**config.mk**
```make
export PLATFORM = sky130hd
export DESIGN_NAME = nec_ir_decoder
export DESIGN_NICKNAME = d
export VERILOG_FILES = /design/src/rtl/nec_pkg.sv /design/src/rtl/nec_in_conditioner.sv /design/src/rtl/nec_ir_decoder.sv
export SDC_FILE = /design/constraint.sdc
export NUM_CORES = 1
export LEC_CHECK = 0
export ABC_AREA = 1
export CELL_PAD_IN_SITES_DETAIL_PLACEMENT = 0
export CELL_PAD_IN_SITES_GLOBAL_PLACEMENT = 1
export CORE_MARGIN = 8
export CORE_UTILIZATION = 42
export CTS_CLUSTER_SIZE = 12
export DETAILED_ROUTE_END_ITERATION = 10
export MAX_ROUTING_LAYER = met4
export PLACE_DENSITY = 0.86
export RECOVER_POWER = 50
export SETUP_SLACK_MARGIN = 0.4
export SYNTH_ARGS = -nofsm -noshare
export SYNTH_HDL_FRONTEND = slang
export SYNTH_SLANG_ARGS = --single-unit
```
**constraint.sdc**
```tcl
create_clock -name clk -period 2.2 [get_ports clk]
set_input_delay 0.33 -clock clk [delete_from_list [all_inputs] [get_ports clk]]
set_output_delay 0.33 -clock clk [all_outputs]
set_load 0.03 [all_outputs]
```
**src/rtl/nec_pkg.sv**
```systemverilog
`default_nettype none
// +------------------------------------------------------------------+
// | nec_pkg : shared types and constants for the NEC IR receiver     |
// | Rev 1.0                                                          |
// +------------------------------------------------------------------+
package nec_pkg;

    typedef enum logic [2:0] {
        S_IDLE       = 3'd0,
        S_LEAD_MARK  = 3'd1,
        S_LEAD_SPACE = 3'd2,
        S_BIT_MARK   = 3'd3,
        S_BIT_SPACE  = 3'd4,
        S_STOP_MARK  = 3'd5
    } nec_state_e;

    localparam logic [1:0] C_ERR_NONE    = 2'b00;
    localparam logic [1:0] C_ERR_TIMING  = 2'b01;
    localparam logic [1:0] C_ERR_INVERSE = 2'b10;
    localparam logic [1:0] C_ERR_TIMEOUT = 2'b11;

    localparam int C_LEAD_MARK_US    = 9000;
    localparam int C_LEAD_SPACE_US   = 4500;
    localparam int C_REPEAT_SPACE_US = 2250;
    localparam int C_BIT_MARK_US     = 562;
    localparam int C_ONE_SPACE_US    = 1687;

    // Window edge in ticks for a nominal duration scaled by pct/100, truncated.
    function automatic int win_ticks(input int nom_us, input int freq_mhz, input int pct);
        return (nom_us * freq_mhz * pct) / 100;
    endfunction

endpackage
`default_nettype wire

```
**src/rtl/nec_in_conditioner.sv**
```systemverilog
`default_nettype none
// +------------------------------------------------------------------+
// | nec_in_conditioner : 2-flop synchroniser, optional glitch filter |
// | (NEC_RX_GLITCH_FILTER_EN) and rise/fall strobes.    Rev 1.0      |
// +------------------------------------------------------------------+
module nec_in_conditioner #(
    parameter int GLITCH_TICKS = 4
) (
    input  logic clk,
    input  logic rst_n,
    input  logic i_data,
    output logic o_rise,
    output logic o_fall
);

    logic sync1_q;
    logic sync2_q;
    logic prev_q;
    logic w_level;

    always_ff @(posedge clk) begin
        if (!rst_n) begin
            sync1_q <= 1'b1;
            sync2_q <= 1'b1;
            prev_q  <= 1'b1;
        end else begin
            sync1_q <= i_data;
            sync2_q <= sync1_q;
            prev_q  <= w_level;
        end
    end

`ifdef NEC_RX_GLITCH_FILTER_EN
    localparam int CW = (GLITCH_TICKS > 1) ? $clog2(GLITCH_TICKS) : 1;

    logic [CW-1:0] run_q;
    logic [CW-1:0] run_d;
    logic          filt_q;
    logic          filt_d;

    // The filtered level follows only after GLITCH_TICKS consecutive differing samples.
    always_comb begin
        filt_d = filt_q;
        run_d  = '0;
        if (sync2_q != filt_q) begin
            if (run_q == CW'(GLITCH_TICKS - 1)) begin
                filt_d = sync2_q;
            end else begin
                run_d = run_q + 1'b1;
            end
        end
    end

    always_ff @(posedge clk) begin
        if (!rst_n) begin
            filt_q <= 1'b1;
            run_q  <= '0;
        end else begin
            filt_q <= filt_d;
            run_q  <= run_d;
        end
    end

    assign w_level = filt_q;
`else
    localparam int C_UNUSED_GLITCH = GLITCH_TICKS;
    assign w_level = sync2_q;
`endif

    assign o_rise = w_level & ~prev_q;
    assign o_fall = ~w_level & prev_q;

endmodule
`default_nettype wire

```
**src/rtl/nec_ir_decoder.sv**
```systemverilog
`default_nettype none
// +------------------------------------------------------------------+
// | nec_ir_decoder : NEC IR frame / repeat-code decoder.             |
// | Optional glitch filter: NEC_RX_GLITCH_FILTER_EN.     Rev 1.0     |
// +------------------------------------------------------------------+
module nec_ir_decoder
    import nec_pkg::*;
#(
    parameter int FREQ_MHz     = 1,
    parameter int TOL_PCT      = 20,
    parameter int TIMEOUT_US   = 12000,
    parameter int GLITCH_TICKS = 4
) (
    input  logic        clk,
    input  logic        rst_n,
    input  logic        i_data,
    input  logic        i_ext_mode,
    output logic [15:0] o_address,
    output logic [7:0]  o_command,
    output logic        o_valid,
    output logic        o_repeat,
    output logic        o_error,
    output logic [1:0]  o_err_code
);

    localparam int CW = $clog2(TIMEOUT_US * FREQ_MHz + 1);
    localparam int LO = 100 - TOL_PCT;
    localparam int HI = 100 + TOL_PCT;

    localparam logic [CW-1:0] C_TMO   = CW'(TIMEOUT_US * FREQ_MHz);
    localparam logic [CW-1:0] C_LM_LO = CW'(win_ticks(C_LEAD_MARK_US, FREQ_MHz, LO));
    localparam logic [CW-1:0] C_LM_HI = CW'(win_ticks(C_LEAD_MARK_US, FREQ_MHz, HI));
    localparam logic [CW-1:0] C_LS_LO = CW'(win_ticks(C_LEAD_SPACE_US, FREQ_MHz, LO));
    localparam logic [CW-1:0] C_LS_HI = CW'(win_ticks(C_LEAD_SPACE_US, FREQ_MHz, HI));
    localparam logic [CW-1:0] C_RS_LO = CW'(win_ticks(C_REPEAT_SPACE_US, FREQ_MHz, LO));
    localparam logic [CW-1:0] C_RS_HI = CW'(win_ticks(C_REPEAT_SPACE_US, FREQ_MHz, HI));
    localparam logic [CW-1:0] C_BM_LO = CW'(win_ticks(C_BIT_MARK_US, FREQ_MHz, LO));
    localparam logic [CW-1:0] C_BM_HI = CW'(win_ticks(C_BIT_MARK_US, FREQ_MHz, HI));
    localparam logic [CW-1:0] C_OS_LO = CW'(win_ticks(C_ONE_SPACE_US, FREQ_MHz, LO));
    localparam logic [CW-1:0] C_OS_HI = CW'(win_ticks(C_ONE_SPACE_US, FREQ_MHz, HI));

    function automatic logic in_win(input logic [CW-1:0] c, input logic [CW-1:0] lo,
                                    input logic [CW-1:0] hi);
        return (c >= lo) && (c <= hi);
    endfunction

    logic w_rise;
    logic w_fall;

    nec_in_conditioner #(
        .GLITCH_TICKS (GLITCH_TICKS)
    ) u_cond (
        .clk    (clk),
        .rst_n  (rst_n),
        .i_data (i_data),
        .o_rise (w_rise),
        .o_fall (w_fall)
    );

    nec_state_e    state_q, state_d;
    logic [CW-1:0] cnt_q, cnt_d;
    logic [31:0]   shift_q, shift_d;
    logic [4:0]    idx_q, idx_d;
    logic          rpt_q, rpt_d;
    logic          seen_q, seen_d;
    logic [15:0]   addr_q, addr_d;
    logic [7:0]    cmd_q, cmd_d;
    logic          valid_q, valid_d;
    logic          repeat_q, repeat_d;
    logic          error_q, error_d;
    logic [1:0]    err_code_q, err_code_d;

    // Shift register holds bytes in arrival order: addr, addr_bar, cmd, cmd_bar.
    logic [7:0] w_addr, w_addr_n, w_cmd, w_cmd_n;
    assign w_addr   = shift_q[7:0];
    assign w_addr_n = shift_q[15:8];
    assign w_cmd    = shift_q[23:16];
    assign w_cmd_n  = shift_q[31:24];

    always_ff @(posedge clk) begin
        if (!rst_n) begin
            state_q    <= S_IDLE;
            cnt_q      <= '0;
            shift_q    <= '0;
            idx_q      <= '0;
            rpt_q      <= 1'b0;
            seen_q     <= 1'b0;
            addr_q     <= '0;
            cmd_q      <= '0;
            valid_q    <= 1'b0;
            repeat_q   <= 1'b0;
            error_q    <= 1'b0;
            err_code_q <= C_ERR_NONE;
        end else begin
            state_q    <= state_d;
            cnt_q      <= cnt_d;
            shift_q    <= shift_d;
            idx_q      <= idx_d;
            rpt_q      <= rpt_d;
            seen_q     <= seen_d;
            addr_q     <= addr_d;
            cmd_q      <= cmd_d;
            valid_q    <= valid_d;
            repeat_q   <= repeat_d;
            error_q    <= error_d;
            err_code_q <= err_code_d;
        end
    end

    always_comb begin
        state_d    = state_q;
        cnt_d      = cnt_q;
        shift_d    = shift_q;
        idx_d      = idx_q;
        rpt_d      = rpt_q;
        seen_d     = seen_q;
        addr_d     = addr_q;
        cmd_d      = cmd_q;
        valid_d    = 1'b0;
        repeat_d   = 1'b0;
        error_d    = 1'b0;
        err_code_d = err_code_q;

        if (w_rise || w_fall) begin
            cnt_d = '0;
        end else if (cnt_q != C_TMO) begin
            cnt_d = cnt_q + 1'b1;
        end

        // Timeout is evaluated first so it overrides a coincident edge.
        if (state_q != S_IDLE && cnt_q == C_TMO) begin
            error_d    = 1'b1;
            err_code_d = C_ERR_TIMEOUT;
            state_d    = S_IDLE;
        end else begin
            unique case (state_q)
                S_IDLE: begin
                    if (w_fall) begin
                        state_d = S_LEAD_MARK;
                        rpt_d   = 1'b0;
                    end
                end
                S_LEAD_MARK: begin
                    if (w_rise) begin
                        if (in_win(cnt_q, C_LM_LO, C_LM_HI)) begin
                            state_d = S_LEAD_SPACE;
                        end else begin
                            error_d    = 1'b1;
                            err_code_d = C_ERR_TIMING;
                            state_d    = S_IDLE;
                        end
                    end
                end
                S_LEAD_SPACE: begin
                    if (w_fall) begin
                        if (in_win(cnt_q, C_LS_LO, C_LS_HI)) begin
                            state_d = S_BIT_MARK;
                            idx_d   = '0;
                            shift_d = '0;
                        end else if (in_win(cnt_q, C_RS_LO, C_RS_HI)) begin
                            state_d = S_STOP_MARK;
                            rpt_d   = 1'b1;
                        end else begin
                            error_d    = 1'b1;
                            err_code_d = C_ERR_TIMING;
                            state_d    = S_IDLE;
                        end
                    end
                end
                S_BIT_MARK: begin
                    if (w_rise) begin
                        if (in_win(cnt_q, C_BM_LO, C_BM_HI)) begin
                            state_d = S_BIT_SPACE;
                        end else begin
                            error_d    = 1'b1;
                            err_code_d = C_ERR_TIMING;
                            state_d    = S_IDLE;
                        end
                    end
                end
                S_BIT_SPACE: begin
                    if (w_fall) begin
                        if (in_win(cnt_q, C_BM_LO, C_BM_HI) || in_win(cnt_q, C_OS_LO, C_OS_HI)) begin
                            shift_d = {in_win(cnt_q, C_OS_LO, C_OS_HI), shift_q[31:1]};
                            idx_d   = idx_q + 5'd1;
                            state_d = (idx_q == 5'd31) ? S_STOP_MARK : S_BIT_MARK;
                        end else begin
                            error_d    = 1'b1;
                            err_code_d = C_ERR_TIMING;
                            state_d    = S_IDLE;
                        end
                    end
                end
                S_STOP_MARK: begin
                    if (w_rise) begin
                        state_d = S_IDLE;
                        if (!in_win(cnt_q, C_BM_LO, C_BM_HI)) begin
                            error_d    = 1'b1;
                            err_code_d = C_ERR_TIMING;
                        end else if (rpt_q) begin
                            repeat_d = seen_q;
                        end else if ((w_cmd ^ w_cmd_n) != 8'hFF ||
                                     (!i_ext_mode && w_addr_n != ~w_addr)) begin
                            error_d    = 1'b1;
                            err_code_d = C_ERR_INVERSE;
                        end else begin
                            valid_d = 1'b1;
                            seen_d  = 1'b1;
                            addr_d  = i_ext_mode ? {w_addr_n, w_addr} : {8'h00, w_addr};
                            cmd_d   = w_cmd;
                        end
                    end
                end
                default: state_d = S_IDLE;
            endcase
        end
    end

    assign o_address  = addr_q;
    assign o_command  = cmd_q;
    assign o_valid    = valid_q;
    assign o_repeat   = repeat_q;
    assign o_error    = error_q;
    assign o_err_code = err_code_q;

endmodule
`default_nettype wire

```
==> flow_metrics.env <==
export IMPL_clk_latency_ns=0.36
export IMPL_yosys_warnings=0
export IMPL_antenna_found_initial=0
export IMPL_hold_viol_final=0
export IMPL_final_area_mm2=0.00607
export IMPL_hold_buffers=0
export IMPL_cellPowerDensity_mw_per_mm2=494
export IMPL_grt_total_usage_pct=18.9
export IMPL_worst_setup_path_start_kind="flop"
export IMPL_die_area_mm2=0.0140
export IMPL_layout_worst_path_cycle_share_pct=91.1
export IMPL_die_y_um=118
export IMPL_place_area_mm2=0.00492
export IMPL_wl_um=13500
export IMPL_routedWlPerCell_um=15.5
export IMPL_arrival_ns=2.28
export IMPL_coreArea_mm2=0.0102
export IMPL_rsz0062_at_grt="true"
export IMPL_cts_tree="built"
export IMPL_die_w_um=118
export IMPL_hpwl_um=8540
export IMPL_power_leakage_nw=2.66
export IMPL_final_layout_size_suffix_gt1_share_pct=26.8
export IMPL_clock_sinks=88
export IMPL_fmax_mhz=499
export IMPL_skew_ns=0.0110
export IMPL_drt_initial_drc_count=281
export IMPL_place_ws_ns=0.0938
export IMPL_std_cell_rows=37
export IMPL_grt_most_used_layer="met2"
export IMPL_cpMaxStageDelayCell="dfxtp_4"
export IMPL_yosys_top_cells_area="dfxtp_1, nand2_1, o21ai_0"
export IMPL_slew_headroom_pct=43.2
export IMPL_setup_tns_ns=0
export IMPL_peakVddDrop_v=0.000307
export IMPL_syn_avg_cell_area_um2=6.72
export IMPL_root_buffer="clkbuf_8"
export IMPL_syn_inst=652
export IMPL_cts_max_level=3
export IMPL_diodes=0
export IMPL_ant_nets=0
export IMPL_finalSetupViolCount=0
export IMPL_required_ns=2.47
export IMPL_areaGrowthSynthToFinish_pct=38.5
export IMPL_first_global_vias=4469
export IMPL_remaining_drc_errors=0
export IMPL_min_period_ns=2.00
export IMPL_crit_path_end_kind="flop"
export IMPL_dp_cells=812
export IMPL_hp_class="reg2reg"
export IMPL_drv_cap=0
export IMPL_io_pins=33
export IMPL_critical_path_max_fanout=10
export IMPL_portBuffers=32
export IMPL_yosysTopAreaCell="dfxtp_1"
export IMPL_final_cells=868
export IMPL_crit_type="reg2reg"
export IMPL_worstMarginPinSlew_ns=0.851
export IMPL_ys_seq_area_share_pct=40.2
export IMPL_max_stage_delay_ns=0.42
export IMPL_grt_util_met1_pct=21.6
export IMPL_yosys_area_top_type_share_pct=40.2
export IMPL_use_met2_pct=32.0
export IMPL_fin_ws_ns=0.195
export IMPL_dr_pass1_iters=5
export IMPL_cpMostUsedCell="nor2_4"
export IMPL_clk_path_buf_depth=2
export IMPL_via_per_inst=5.19
export IMPL_overflow=0
export IMPL_gp_congestion=0.920
export IMPL_power_w=0.00300
export IMPL_synthesis_nets=663
export IMPL_grt_pass1_wl_um=21300
export IMPL_grt_max_degree=34
export IMPL_cts_buffers=9
export IMPL_synthDistinctLibCells=34
export IMPL_start_util_pct=42.8
export IMPL_path_clk_slew_ns=0.10
export IMPL_vias=4509
export IMPL_grt_use_met3_pct=3.52
export IMPL_synth_seq_cells=88
export IMPL_layout_nets=738
export IMPL_synth_area_mm2=0.00438
export IMPL_maxSlewViolCount=0
export IMPL_status="completed"
export IMPL_path_cells="inv_6, ha_4, nand3_1, o21ai_1, nand2_1, nand2_2, buf_6, nor2_4, inv_2, nor2_4, clkbuf_1, nand2_8, o31ai_1"
## layer usage
metal,vias up,share of wire (%)
met1,2141,43
met5,-,0
met3,21,4.4
met4,0,2.0
li1,2241,-
met2,106,50
## state kept, by name, indices dropped and copies added (netlist names), 2 cells and up
| signal | flops |
|---|---|
| shift_q | 32 |
| o_address | 16 |
| cnt_q | 14 |
| o_command | 8 |
| idx_q | 5 |
| state_q | 3 |
| o_err_code | 2 |
## area by class of cell
type | count | area (um2)
clock buffers | 10 | 128
inverters | 81 | 329
clock inverters | 6 | 67.6
repair buffers | 87 | 962
fillers | 945 | 4160
flip-flops and latches | 88 | 1800
repair inverters | 1 | 16.3
well taps | 136 | 170
multi-input cells | 459 | 2600
## final timing paths
check             slack (ns)           start        endpoint  cells after the start
setup / recovery        0.20        cnt_q[0]    o_address[8]                     13
hold / removal          0.45  u_cond.sync1_q  u_cond.sync2_q                      1
setup reg to reg        0.20        cnt_q[0]    o_address[8]                     13
hold reg to reg         0.45  u_cond.sync1_q  u_cond.sync2_q                      1
## where the power goes
group          switching [W]  leakage (nW)  internal, W  total [W]
logic               0.000128          1.84    0.0000766   0.000205
registers          0.0000192         0.720      0.00160    0.00162
clock network       0.000638        0.0986     0.000535    0.00117
total               0.000785          2.66      0.00221    0.00300
## metrics by stage
step	hold WS, ns	util, %
floorplan	0.393	-
global placement	0.434	48.1
detailed placement	0.434	48.1
CTS	0.457	56.1
global route	0.458	59.3
finish	0.449	59.3
## worst max-delay path: cells and delay by family, from the launching register on
kind / cells / cell delay, ns
AOI/OAI and AO/OA: 2 / 0.29
and+or+nand+nor: 6 / 0.58
buffers and inverters: 4 / 0.47
DFF: 1 / 0.42
adders and majority gates: 1 / 0.16
## kinds of logic (layout without fill, tap and decap cells)
logic type | after synthesis | in the layout | share of synthesized area, %
simple gates | 320 | 320 | 31.2
buf+inv | 105 | 185 | 9.85
compound gates | 123 | 123 | 14.9
fa+ha+maj | 7 | 7 | 2.00
xor+xnor | 9 | 9 | 1.80
flops | 88 | 88 | 40.2
## cells in the final DEF (no fill, tap or decap), types with 6 or more instances in the layout
cell type | Yosys | layout
buf_6 | 2 | 6
o21ai_0 | 59 | 27
nand3_1 | 43 | 35
buf_4 | 0 | 27
nand4_1 | 6 | 6
nor2_4 | 2 | 7
nor2_1 | 75 | 62
o21ai_1 | 2 | 11
a21oi_2 | 0 | 11
nor3_1 | 9 | 6
nor2_2 | 11 | 19
inv_1 | 73 | 66
clkbuf_1 | 2 | 8
dfxtp_4 | 0 | 8
nand3_2 | 0 | 6
buf_12 | 0 | 7
a21oi_1 | 48 | 37
inv_2 | 6 | 8
o21ai_2 | 1 | 21
dfxtp_2 | 0 | 7
nand2_1 | 159 | 146
nand2_2 | 3 | 14
dlygate4sd3_1 | 0 | 28
dfxtp_1 | 88 | 73
clkbuf_8 | 0 | 9
## cell usage after synthesis, drive strengths merged
cell,n
a211oi,1
a21oi,48
a311oi,1
buf,20
clkbuf,4
clkinv,2
dfxtp,88
ha,7
inv,79
nand2,163
nand3,43
nand3b,1
nand4,6
nor2,88
nor3,9
nor3b,1
nor4,4
o211ai,2
o21ai,62
o31ai,9
or2,5
xnor2,4
xor2,5
## timing repair
item / CTS / global route
gates cloned: 6 / 4
setup endpoints to repair: 72 / 79
buffers inserted: 24 / 6
pin swaps: 14 / 22
resized for setup: 113 / 70
No activity file was read; power rests on OpenSTA's default activity.
